### src/rtl/axi4l_pkg.sv
// Shared AXI4-Lite types and constants for the data-side fabric.
package axi4l_pkg;

  localparam int unsigned AXI_ADDR_W = 32;
  localparam int unsigned AXI_DATA_W = 32;

  typedef logic [AXI_ADDR_W-1:0]   addr_t;
  typedef logic [AXI_DATA_W-1:0]   data_t;
  typedef logic [AXI_DATA_W/8-1:0] strb_t;

  typedef enum logic [1:0] {
    RESP_OKAY   = 2'b00,
    RESP_EXOKAY = 2'b01,
    RESP_SLVERR = 2'b10,
    RESP_DECERR = 2'b11
  } resp_t;

  localparam logic [2:0] PROT_DATA_UNPRIV = 3'b000;

  // SLVERR and DECERR both carry bit 1 set.
  function automatic logic resp_is_err(input resp_t r);
    return r[1];
  endfunction

endpackage

### src/rtl/axi4l_if.sv
// AXI4-Lite bundle with master and slave views.
interface axi4l_if
  import axi4l_pkg::*;
(
  input logic aclk
);

  logic       awvalid;
  logic       awready;
  addr_t      awaddr;
  logic [2:0] awprot;
  logic       wvalid;
  logic       wready;
  data_t      wdata;
  strb_t      wstrb;
  logic       bvalid;
  logic       bready;
  resp_t      bresp;
  logic       arvalid;
  logic       arready;
  addr_t      araddr;
  logic [2:0] arprot;
  logic       rvalid;
  logic       rready;
  data_t      rdata;
  resp_t      rresp;

  modport master (
    input  aclk, awready, wready, bvalid, bresp, arready, rvalid, rdata, rresp,
    output awvalid, awaddr, awprot, wvalid, wdata, wstrb, bready,
           arvalid, araddr, arprot, rready
  );

  modport slave (
    input  aclk, awvalid, awaddr, awprot, wvalid, wdata, wstrb, bready,
           arvalid, araddr, arprot, rready,
    output awready, wready, bvalid, bresp, arready, rvalid, rdata, rresp
  );

endinterface

### src/rtl/ibex_data_axi4l_bridge.sv
// Single-outstanding Ibex data req/gnt to AXI4-Lite master bridge.
// Define IBEX_DATA_AXI4L_ERR_EN to report SLVERR/DECERR on data_err_o.
module ibex_data_axi4l_bridge
  import axi4l_pkg::*;
#(
  parameter int unsigned ADDR_W = 32
) (
  input  logic              aclk,
  input  logic              aresetn,
  input  logic              data_req_i,
  output logic              data_gnt_o,
  input  logic              data_we_i,
  input  logic [3:0]        data_be_i,
  input  logic [ADDR_W-1:0] data_addr_i,
  input  logic [31:0]       data_wdata_i,
  output logic              data_rvalid_o,
  output logic [31:0]       data_rdata_o,
  output logic              data_err_o,
  axi4l_if.master           axi
);

  typedef enum logic [2:0] {
    IDLE,
    WR,
    WR_RESP,
    RD_ADDR,
    RD_DATA,
    DONE
  } state_t;

  state_t state;
  addr_t  word_addr;

  assign data_gnt_o  = data_req_i && aresetn && (state == IDLE || state == DONE);
  assign word_addr   = addr_t'({data_addr_i[ADDR_W-1:2], 2'b00});
  assign axi.awprot  = PROT_DATA_UNPRIV;
  assign axi.arprot  = PROT_DATA_UNPRIV;

  logic unused_sink;
  assign unused_sink = ^{axi.aclk, data_addr_i[1:0], axi.bresp, axi.rresp};

  always_ff @(posedge aclk) begin
    if (!aresetn) begin
      state         <= IDLE;
      axi.awvalid   <= 1'b0;
      axi.awaddr    <= '0;
      axi.wvalid    <= 1'b0;
      axi.wdata     <= '0;
      axi.wstrb     <= '0;
      axi.bready    <= 1'b0;
      axi.arvalid   <= 1'b0;
      axi.araddr    <= '0;
      axi.rready    <= 1'b0;
      data_rvalid_o <= 1'b0;
      data_rdata_o  <= '0;
      data_err_o    <= 1'b0;
    end else begin
      data_rvalid_o <= 1'b0;
      unique case (state)
        IDLE, DONE: begin
          if (data_gnt_o) begin
            if (data_we_i) begin
              state       <= WR;
              axi.awvalid <= 1'b1;
              axi.awaddr  <= word_addr;
              axi.wvalid  <= 1'b1;
              axi.wdata   <= data_wdata_i;
              axi.wstrb   <= data_be_i;
            end else begin
              state       <= RD_ADDR;
              axi.arvalid <= 1'b1;
              axi.araddr  <= word_addr;
            end
          end else begin
            state <= IDLE;
          end
        end
        WR: begin
          // AW and W retire independently; leave once neither is still pending.
          if (axi.awvalid && axi.awready) axi.awvalid <= 1'b0;
          if (axi.wvalid && axi.wready)   axi.wvalid  <= 1'b0;
          if ((!axi.awvalid || axi.awready) && (!axi.wvalid || axi.wready)) begin
            state      <= WR_RESP;
            axi.bready <= 1'b1;
          end
        end
        WR_RESP: begin
          if (axi.bvalid) begin
            state         <= DONE;
            axi.bready    <= 1'b0;
            data_rvalid_o <= 1'b1;
            data_rdata_o  <= '0;
`ifdef IBEX_DATA_AXI4L_ERR_EN
            data_err_o    <= resp_is_err(axi.bresp);
`else
            data_err_o    <= 1'b0;
`endif
          end
        end
        RD_ADDR: begin
          if (axi.arready) begin
            state       <= RD_DATA;
            axi.arvalid <= 1'b0;
            axi.rready  <= 1'b1;
          end
        end
        RD_DATA: begin
          if (axi.rvalid) begin
            state         <= DONE;
            axi.rready    <= 1'b0;
            data_rvalid_o <= 1'b1;
`ifdef IBEX_DATA_AXI4L_ERR_EN
            data_err_o    <= resp_is_err(axi.rresp);
            data_rdata_o  <= resp_is_err(axi.rresp) ? '0 : axi.rdata;
`else
            data_err_o    <= 1'b0;
            data_rdata_o  <= axi.rdata;
`endif
          end
        end
        default: state <= IDLE;
      endcase
    end
  end

endmodule
### src/flat_wrapper.sv
// flat-port wrapper written by rule: the top's interface ports become plain ports
module ibex_data_axi4l_bridge_flat import axi4l_pkg::*;
#(
  parameter int unsigned ADDR_W = 32
)
  (aclk, aresetn, data_req_i, data_gnt_o, data_we_i, data_be_i, data_addr_i, data_wdata_i, data_rvalid_o, data_rdata_o, data_err_o, axi_awready, axi_wready, axi_bvalid, axi_bresp, axi_arready, axi_rvalid, axi_rdata, axi_rresp, axi_awvalid, axi_awaddr, axi_awprot, axi_wvalid, axi_wdata, axi_wstrb, axi_bready, axi_arvalid, axi_araddr, axi_arprot, axi_rready);
  axi4l_if axi_i (.aclk(aclk));
  input  logic aclk;
  input  logic aresetn;
  input  logic data_req_i;
  output logic data_gnt_o;
  input  logic data_we_i;
  input  logic [3:0] data_be_i;
  input  logic [ADDR_W-1:0] data_addr_i;
  input  logic [31:0] data_wdata_i;
  output logic data_rvalid_o;
  output logic [31:0] data_rdata_o;
  output logic data_err_o;
  input wire logic [$bits(axi_i.awready)-1:0] axi_awready;
  input wire logic [$bits(axi_i.wready)-1:0] axi_wready;
  input wire logic [$bits(axi_i.bvalid)-1:0] axi_bvalid;
  input wire logic [$bits(axi_i.bresp)-1:0] axi_bresp;
  input wire logic [$bits(axi_i.arready)-1:0] axi_arready;
  input wire logic [$bits(axi_i.rvalid)-1:0] axi_rvalid;
  input wire logic [$bits(axi_i.rdata)-1:0] axi_rdata;
  input wire logic [$bits(axi_i.rresp)-1:0] axi_rresp;
  output wire logic [$bits(axi_i.awvalid)-1:0] axi_awvalid;
  output wire logic [$bits(axi_i.awaddr)-1:0] axi_awaddr;
  output wire logic [$bits(axi_i.awprot)-1:0] axi_awprot;
  output wire logic [$bits(axi_i.wvalid)-1:0] axi_wvalid;
  output wire logic [$bits(axi_i.wdata)-1:0] axi_wdata;
  output wire logic [$bits(axi_i.wstrb)-1:0] axi_wstrb;
  output wire logic [$bits(axi_i.bready)-1:0] axi_bready;
  output wire logic [$bits(axi_i.arvalid)-1:0] axi_arvalid;
  output wire logic [$bits(axi_i.araddr)-1:0] axi_araddr;
  output wire logic [$bits(axi_i.arprot)-1:0] axi_arprot;
  output wire logic [$bits(axi_i.rready)-1:0] axi_rready;
  assign axi_i.awready = axi_awready;
  assign axi_i.wready = axi_wready;
  assign axi_i.bvalid = axi_bvalid;
  assign axi_i.bresp = axi_bresp;
  assign axi_i.arready = axi_arready;
  assign axi_i.rvalid = axi_rvalid;
  assign axi_i.rdata = axi_rdata;
  assign axi_i.rresp = axi_rresp;
  assign axi_awvalid = axi_i.awvalid;
  assign axi_awaddr = axi_i.awaddr;
  assign axi_awprot = axi_i.awprot;
  assign axi_wvalid = axi_i.wvalid;
  assign axi_wdata = axi_i.wdata;
  assign axi_wstrb = axi_i.wstrb;
  assign axi_bready = axi_i.bready;
  assign axi_arvalid = axi_i.arvalid;
  assign axi_araddr = axi_i.araddr;
  assign axi_arprot = axi_i.arprot;
  assign axi_rready = axi_i.rready;
  ibex_data_axi4l_bridge #(.ADDR_W(ADDR_W)) u_core (.aclk(aclk), .aresetn(aresetn), .data_req_i(data_req_i), .data_gnt_o(data_gnt_o), .data_we_i(data_we_i), .data_be_i(data_be_i), .data_addr_i(data_addr_i), .data_wdata_i(data_wdata_i), .data_rvalid_o(data_rvalid_o), .data_rdata_o(data_rdata_o), .data_err_o(data_err_o), .axi(axi_i));
endmodule
### config.mk
export PLATFORM = sky130hd
export DESIGN_NAME = ibex_data_axi4l_bridge_flat
export DESIGN_NICKNAME = d
export VERILOG_FILES = /design/src/rtl/axi4l_pkg.sv /design/src/rtl/axi4l_if.sv /design/src/rtl/ibex_data_axi4l_bridge.sv /design/src/flat_wrapper.sv
export SDC_FILE = /design/constraint.sdc
export NUM_CORES = 1
export LEC_CHECK = 0
export BUFFER_PORTS_ARGS = -buffer_cell sky130_fd_sc_hd__buf_2
export CAP_MARGIN = 20
export CORE_AREA = 2 2 148 78
export CTS_CLUSTER_DIAMETER = 60
export DETAILED_ROUTE_END_ITERATION = 10
export DIE_AREA = 0 0 150 80
export PLACE_DENSITY = 0.83
export SYNTH_ARGS = -nofsm -noshare
export SYNTH_HDL_FRONTEND = slang
export SYNTH_SLANG_ARGS = --single-unit
### constraint.sdc
create_clock -name aclk -period 4.1 [get_ports aclk]
set_input_delay 0.41 -clock aclk [delete_from_list [all_inputs] [get_ports aclk]]
set_output_delay 0.41 -clock aclk [all_outputs]
set_load 0.01 [all_outputs]
==> out/qor.yml, run 1 <==
status:
  status: "finished, final reports clean"
grt:
  globalRouteMet1Util: 0.293
  grt_max_degree: 57
  grt.total_usage: 0.221
  grt_pass1_wl_um: 20800
  grt-ovfl-total: 0
  grt_pass1_vias: 4156
  grt_antenna_before_repair: 0
  use_met2: 0.331
  grt_use_met3: 0.0829
  grt-busiest-layer: "met2"
floorplan:
  die-area_sq_mm: 0.0120
  die_w_um: 150
  ioPinCount: 259
  dieHeight_um: 80
  rows: 27
  initial_utilization: 0.476
  core-area_sq_mm: 0.0107
cts:
  clock_latency_ns: 0.39
  post_cts_buffers: 0
  cts_tree: "built"
  cts_num_sinks: 137
  clk_pin_slew_worst_paths_ns: 0.06
  cts_hold_buffers: 0
  cts_buffers: 17
  cts-resized-gates: 0
  root_buffer: "clkbuf_16"
  htree_levels: 4
  clockBufferDepth: 2
synth:
  synth_largest_area_cell: "dfxtp_1"
  ys_warn_count: 0
  synth_seq_cells: 137
  synth_area_sq_mm: 0.00508
  synthCells: 594
  synth.distinct_cells: 35
  syn_avg_cell_area_sq_um: 8.56
  yosysTopAreaCellShare: 0.539
  synthTopCellsByArea: "dfxtp_1 54%, nand2_1 12%, a21oi_1 6.8%"
  seq_area_frac_synth: 0.539
timing:
  max_freq_mhz: 436
  slew_viol_final: 0
  tightest_slew_ns: 1.03
  clock_skew_ns: 0.00834
  slew_headroom: 0.312
  period_share: 0.559
  min_period_ns: 2.29
  final.setup.tns_ns: 0
  setup_viol: 0
  rsz0062_at_grt: "no"
  finalHoldViolations: 0
drt:
  via_count: 4715
  drc: 0
  routed_via_density: 4.87
  drtIter0Drc: 221
  drtPass1Iterations: 4
  postRouteAntennaNets: 0
  wl_um: 13400
  wire_per_inst_um: 13.8
power_and_ir_drop:
  power.share.switching: 0.239
  p_seq_frac: 0.435
  leakage_nw: 3.07
  p_int_mw: 2.48
  p_sw_uw: 781
  power_density_mw_per_mm2: 480
  combPwrFrac: 0.101
  vdd_drop_max_mv: 0.326
  power_frac_clock: 0.464
setup_path:
  reg2reg_from: "u_core.state[0]"
  endpoint: "u_core.axi.araddr[13]"
  r2r_end: "u_core.axi.araddr[13]"
  critPathLaunch: "u_core.state[0]"
  critical_path_class: "reg -> reg"
  cp-end-kind: "register"
  crit_fanout: 32
  reg2reg_slack_ns: 1.81
  rr_worst_depth: 4
  cp_data_arrival_time_ns: 2.55
  cp-start-kind: "register"
  worstPathRequired_ns: 4.35
place:
  globalplace.congestion: 0.769
  placedCellCount: 939
  port_buffers: 241
  dp_hpwl_um: 9580
finish:
  final_cell_mix: "241 x buf_2, 166 x nand2_1, 137 x dfxtp_1, 69 x a21oi_1, 36 x nor2_1"
  drive_gt1_frac: 0.343
  diodes: 0
  num-fill-cells: 952
  nNetsFinal: 926
  area_growth_pct: 33.9
  mostFrequentLayoutCell: "buf_2"
  fin_cells: 969
worst_hold_path:
  hold_class: "in -> reg"
run:
  maxCapViolations: 0
-- metal layers --
metal,up-vias,part of all wire
met1,2146,0.46
met4,0,0.012
met3,18,0.087
li1,2382,-
met2,169,0.44
met5,-,0
-- sequential cells by signal, indices dropped and copies added, names as in the netlist, 3 cells and up --
signal               flops
u_core.axi.araddr       30
u_core.axi.awaddr       30
u_core.axi.wdata        32
u_core.axi.wstrb         4
u_core.data_rdata_o     32
u_core.state             3
-- synthesized netlist by cell type --
master / n
nand2_1: 166
o21ai_0: 27
nor2b_1: 1
nand3_2: 1
o21ai_1: 5
nand2b_1: 3
o221a_2: 1
o22ai_1: 1
o32ai_1: 1
inv_1: 4
nand3_1: 33
buf_4: 16
mux2i_1: 32
clkbuf_1: 20
dfxtp_1: 137
and3b_1: 3
and3_1: 1
a211oi_1: 1
nor2_1: 36
o21a_1: 1
a21oi_1: 69
a221oi_1: 2
nor3_1: 1
a311oi_1: 1
buf_2: 12
buf_6: 7
nor4b_4: 1
a31oi_1: 1
and2_1: 1
buf_1: 2
conb_1: 1
nand3b_1: 2
xnor2_2: 1
a21o_1: 1
o31a_1: 2
-- metrics by stage --
stage | util | total power, mW | area (sq um) | setup WS [ns] | hold slack [ns]
after floorplan | - | 1.66 | 5120 | 2.66 | 0.481
after global placement | 0.582 | 1.77 | 6220 | 1.48 | 0.440
after detailed placement | 0.582 | 1.78 | 6220 | 1.40 | 0.443
after CTS | 0.638 | 3.30 | 6810 | 1.80 | 0.211
after global routing | 0.638 | 3.41 | 6810 | 1.65 | 0.218
final | 0.638 | 3.27 | 6810 | 1.81 | 0.231
-- power by group through the flow --
stage                     Clock, mW  Sequential, mW  Combinational [mW]
after floorplan                   0            1.46               0.199
after global placement            0            1.45               0.327
after detailed placement          0            1.45               0.331
after CTS                      1.54            1.42               0.332
after global routing           1.62            1.43               0.365
final                          1.52            1.42               0.330
-- worst min-delay path by stage --
stage                           from  slack, ns  cells after the start                     to
2_1_floorplan  u_core.axi.awaddr[10]       0.48                      2  u_core.axi.awaddr[10]
3_3_place_gp     u_core.axi.wdata[9]       0.44                      2    u_core.axi.wdata[9]
3_5_place_dp    u_core.axi.wdata[13]       0.44                      2   u_core.axi.wdata[13]
4_1_cts                  axi_awready       0.21                      2     u_core.axi.awvalid
5_1_grt                   axi_wready       0.22                      2      u_core.axi.wvalid
6_report                  axi_wready       0.23                      2      u_core.axi.wvalid
-- layout make-up --
type / instances / area (sq um) / area share
clock buffers: 19 / 443 / 0.0650
clock inverters: 11 / 150 / 0.0220
inverters: 4 / 16.3 / 0.00239
multi-input cells: 406 / 2030 / 0.297
flip-flops and latches: 137 / 2740 / 0.403
well taps: 145 / 181 / 0.0266
repair buffers: 247 / 1250 / 0.184
-- critical path, stage by stage (launching register included) --
cell and delay (ns):
dfxtp_1 0.65, xnor2_2 0.20, and3b_2 0.92, mux2i_1 0.30
nor2_1 0.06
-- cell families after synthesis --
logic type             after synthesis  synth area share
buffers and inverters               61            0.0701
AND/OR/NAND/NOR                    249             0.205
flip-flops                         137             0.539
other                                1          0.000737
multiplexers                        32            0.0630
AO/OA/AOI/OAI                      113             0.119
XOR/XNOR                             1           0.00320
No activity file was read; power rests on OpenSTA's default activity.
==> run 2, diff against run 1 <==
--- a/config.mk
+++ b/config.mk
@@ -7,11 +7,11 @@
 export LEC_CHECK = 0
 export BUFFER_PORTS_ARGS = -buffer_cell sky130_fd_sc_hd__buf_2
 export CAP_MARGIN = 20
-export CORE_AREA = 2 2 148 78
+export CORE_AREA = 2 2 161 84
 export CTS_CLUSTER_DIAMETER = 60
 export DETAILED_ROUTE_END_ITERATION = 10
-export DIE_AREA = 0 0 150 80
-export PLACE_DENSITY = 0.83
+export DIE_AREA = 0 0 163 86
+export PLACE_DENSITY = 0.75
 export SYNTH_ARGS = -nofsm -noshare
 export SYNTH_HDL_FRONTEND = slang
 export SYNTH_SLANG_ARGS = --single-unit
==> constraint.sdc (replaced) <==
create_clock -name aclk -period 2 [get_ports aclk]
set_input_delay 0.2 -clock aclk [delete_from_list [all_inputs] [get_ports aclk]]
set_output_delay 0.2 -clock aclk [all_outputs]
set_load 0.01 [all_outputs]
==> run 2 against run 1 <==
Non-clock buffer count grew 12; highest routed layer unchanged; flip-flop and latch count is the same; sequential share of layout area shrank 1.2 points.
==> out/qor.yml, run 2 (same netlist as run 1, synthesis figures left out) <==
grt:
  grt_antenna_before_repair: 0
  grt.total_usage: 0.188
  grt_max_degree: 57
  grt_pass1_wl_um: 21200
  grt_pass1_vias: 4392
  grt-ovfl-total: 0
finish:
  reg.largest.list: "u_core.axi.wdata: 32 flops, u_core.data_rdata_o: 32 flops"
  diodes: 0
  final_cell_mix: "241 x buf_2, 166 x nand2_1, 137 x dfxtp_1, 69 x a21oi_1, 36 x nor2_1"
  fin_cells: 1008
  finish.instance_area_sq_mm: 0.00703
  fin_util: 0.561
  nNetsFinal: 938
  mostFrequentLayoutCell: "buf_2"
  drive_gt1_frac: 0.357
  num-fill-cells: 1145
  area_growth_pct: 38.2
timing:
  max_freq_mhz: 591
  final.setup.tns_ns: 0
  setup_viol: 0
  layout_setup_ws_ns: 0.309
  min_period_ns: 1.69
  period_share: 0.846
  rsz0062_at_grt: "no"
  slew_viol_final: 0
  tightest_slew_ns: 0.577
  slew_headroom: 0.616
  finalHoldViolations: 0
  clock_skew_ns: 0.00785
  hold_ws_ns: 0.0186
cts:
  clock_latency_ns: 0.40
  clockBufferDepth: 2
  clk_pin_slew_worst_paths_ns: 0.06
  htree_levels: 4
  cts_num_sinks: 137
  cts_buffers: 17
  cts-resized-gates: 0
  cts_hold_buffers: 0
  cts_tree: "built"
  root_buffer: "clkbuf_16"
  post_cts_buffers: 0
power_and_ir_drop:
  vdd_drop_max_mv: 0.518
  power_density_mw_per_mm2: 991
  power_mw: 6.97
  leakage_nw: 3.17
place:
  placed_cell_area_sq_mm: 0.00639
  placedCellCount: 976
  dp_hpwl_um: 9360
  globalplace.congestion: 0.803
  pre_cts_slack_ns: 0.331
  port_buffers: 241
setup_path:
  worstPathRequired_ns: 2.32
  cp-end-kind: "register"
  reg2reg_from: "u_core.state[2]"
  cp_data_arrival_time_ns: 2.01
  critPathLaunch: "u_core.state[2]"
  cp-start-kind: "register"
  crit_fanout: 33
  critical_path_class: "reg -> reg"
drt:
  via_count: 4763
  drtPass1Iterations: 4
  routed_via_density: 4.73
  wl_um: 13300
  drtIter0Drc: 277
  postRouteAntennaNets: 0
  drc: 0
  wire_per_inst_um: 13.2
floorplan:
  initial_utilization: 0.406
  ioPinCount: 259
  die-area_sq_mm: 0.0140
  dieHeight_um: 86
  rows: 29
  die_w_um: 163
  core-area_sq_mm: 0.0125
worst_hold_path:
  hold_start: "axi_awready"
  hold_class: "in -> reg"
run:
  maxCapViolations: 0
status:
  status: "finished, final reports clean"
-- run 2: critical path: stages, from the launching register on --
cell and delay (ns):
dfxtp_1 0.58, xnor2_2 0.19, and3_2 0.25, buf_4 0.33
nand2_1 0.09, a21oi_1 0.16
-- run 2: layout make-up --
type                            instances  area [sq um]  area share
Clock inverter                         12           171      0.0244
Multi-Input combinational cell        406          2030       0.288
Sequential cell                       137          2740       0.390
Timing Repair Buffer                  259          1390       0.198
Clock buffer                           20           467      0.0664
Inverter                                4          15.0     0.00214
Tap cell                              170           213      0.0303
-- run 2: power breakdown --
| part | internal [mW] | switching, mW | total [mW] | leakage [nW] |
|---|---|---|---|---|
| sequential | 2.83 | 0.0520 | 2.89 | 1.11 |
| clock | 2.18 | 1.15 | 3.34 | 0.308 |
| combinational | 0.315 | 0.429 | 0.744 | 1.75 |
| total | 5.33 | 1.64 | 6.97 | 3.17 |
-- run 2: per-layer routing --
layer | track usage | share of wire | up-vias
li1 | - | - | 2406
met1 | 0.214 | 0.41 | 2178
met2 | 0.344 | 0.52 | 158
met3 | 0.0513 | 0.056 | 21
met4 | 0.0611 | 0.018 | 0
met5 | 0 | 0 | -
-- run 2: worst paths after layout --
path / endpoint / slack [ns] / depth (start not counted)
max: u_core.axi.wdata[28] / 0.31 / 5
min: u_core.axi.awvalid / 0.02 / 2
max reg2reg: u_core.axi.wdata[28] / 0.31 / 5
min reg2reg: u_core.axi.wdata[18] / 0.45 / 2
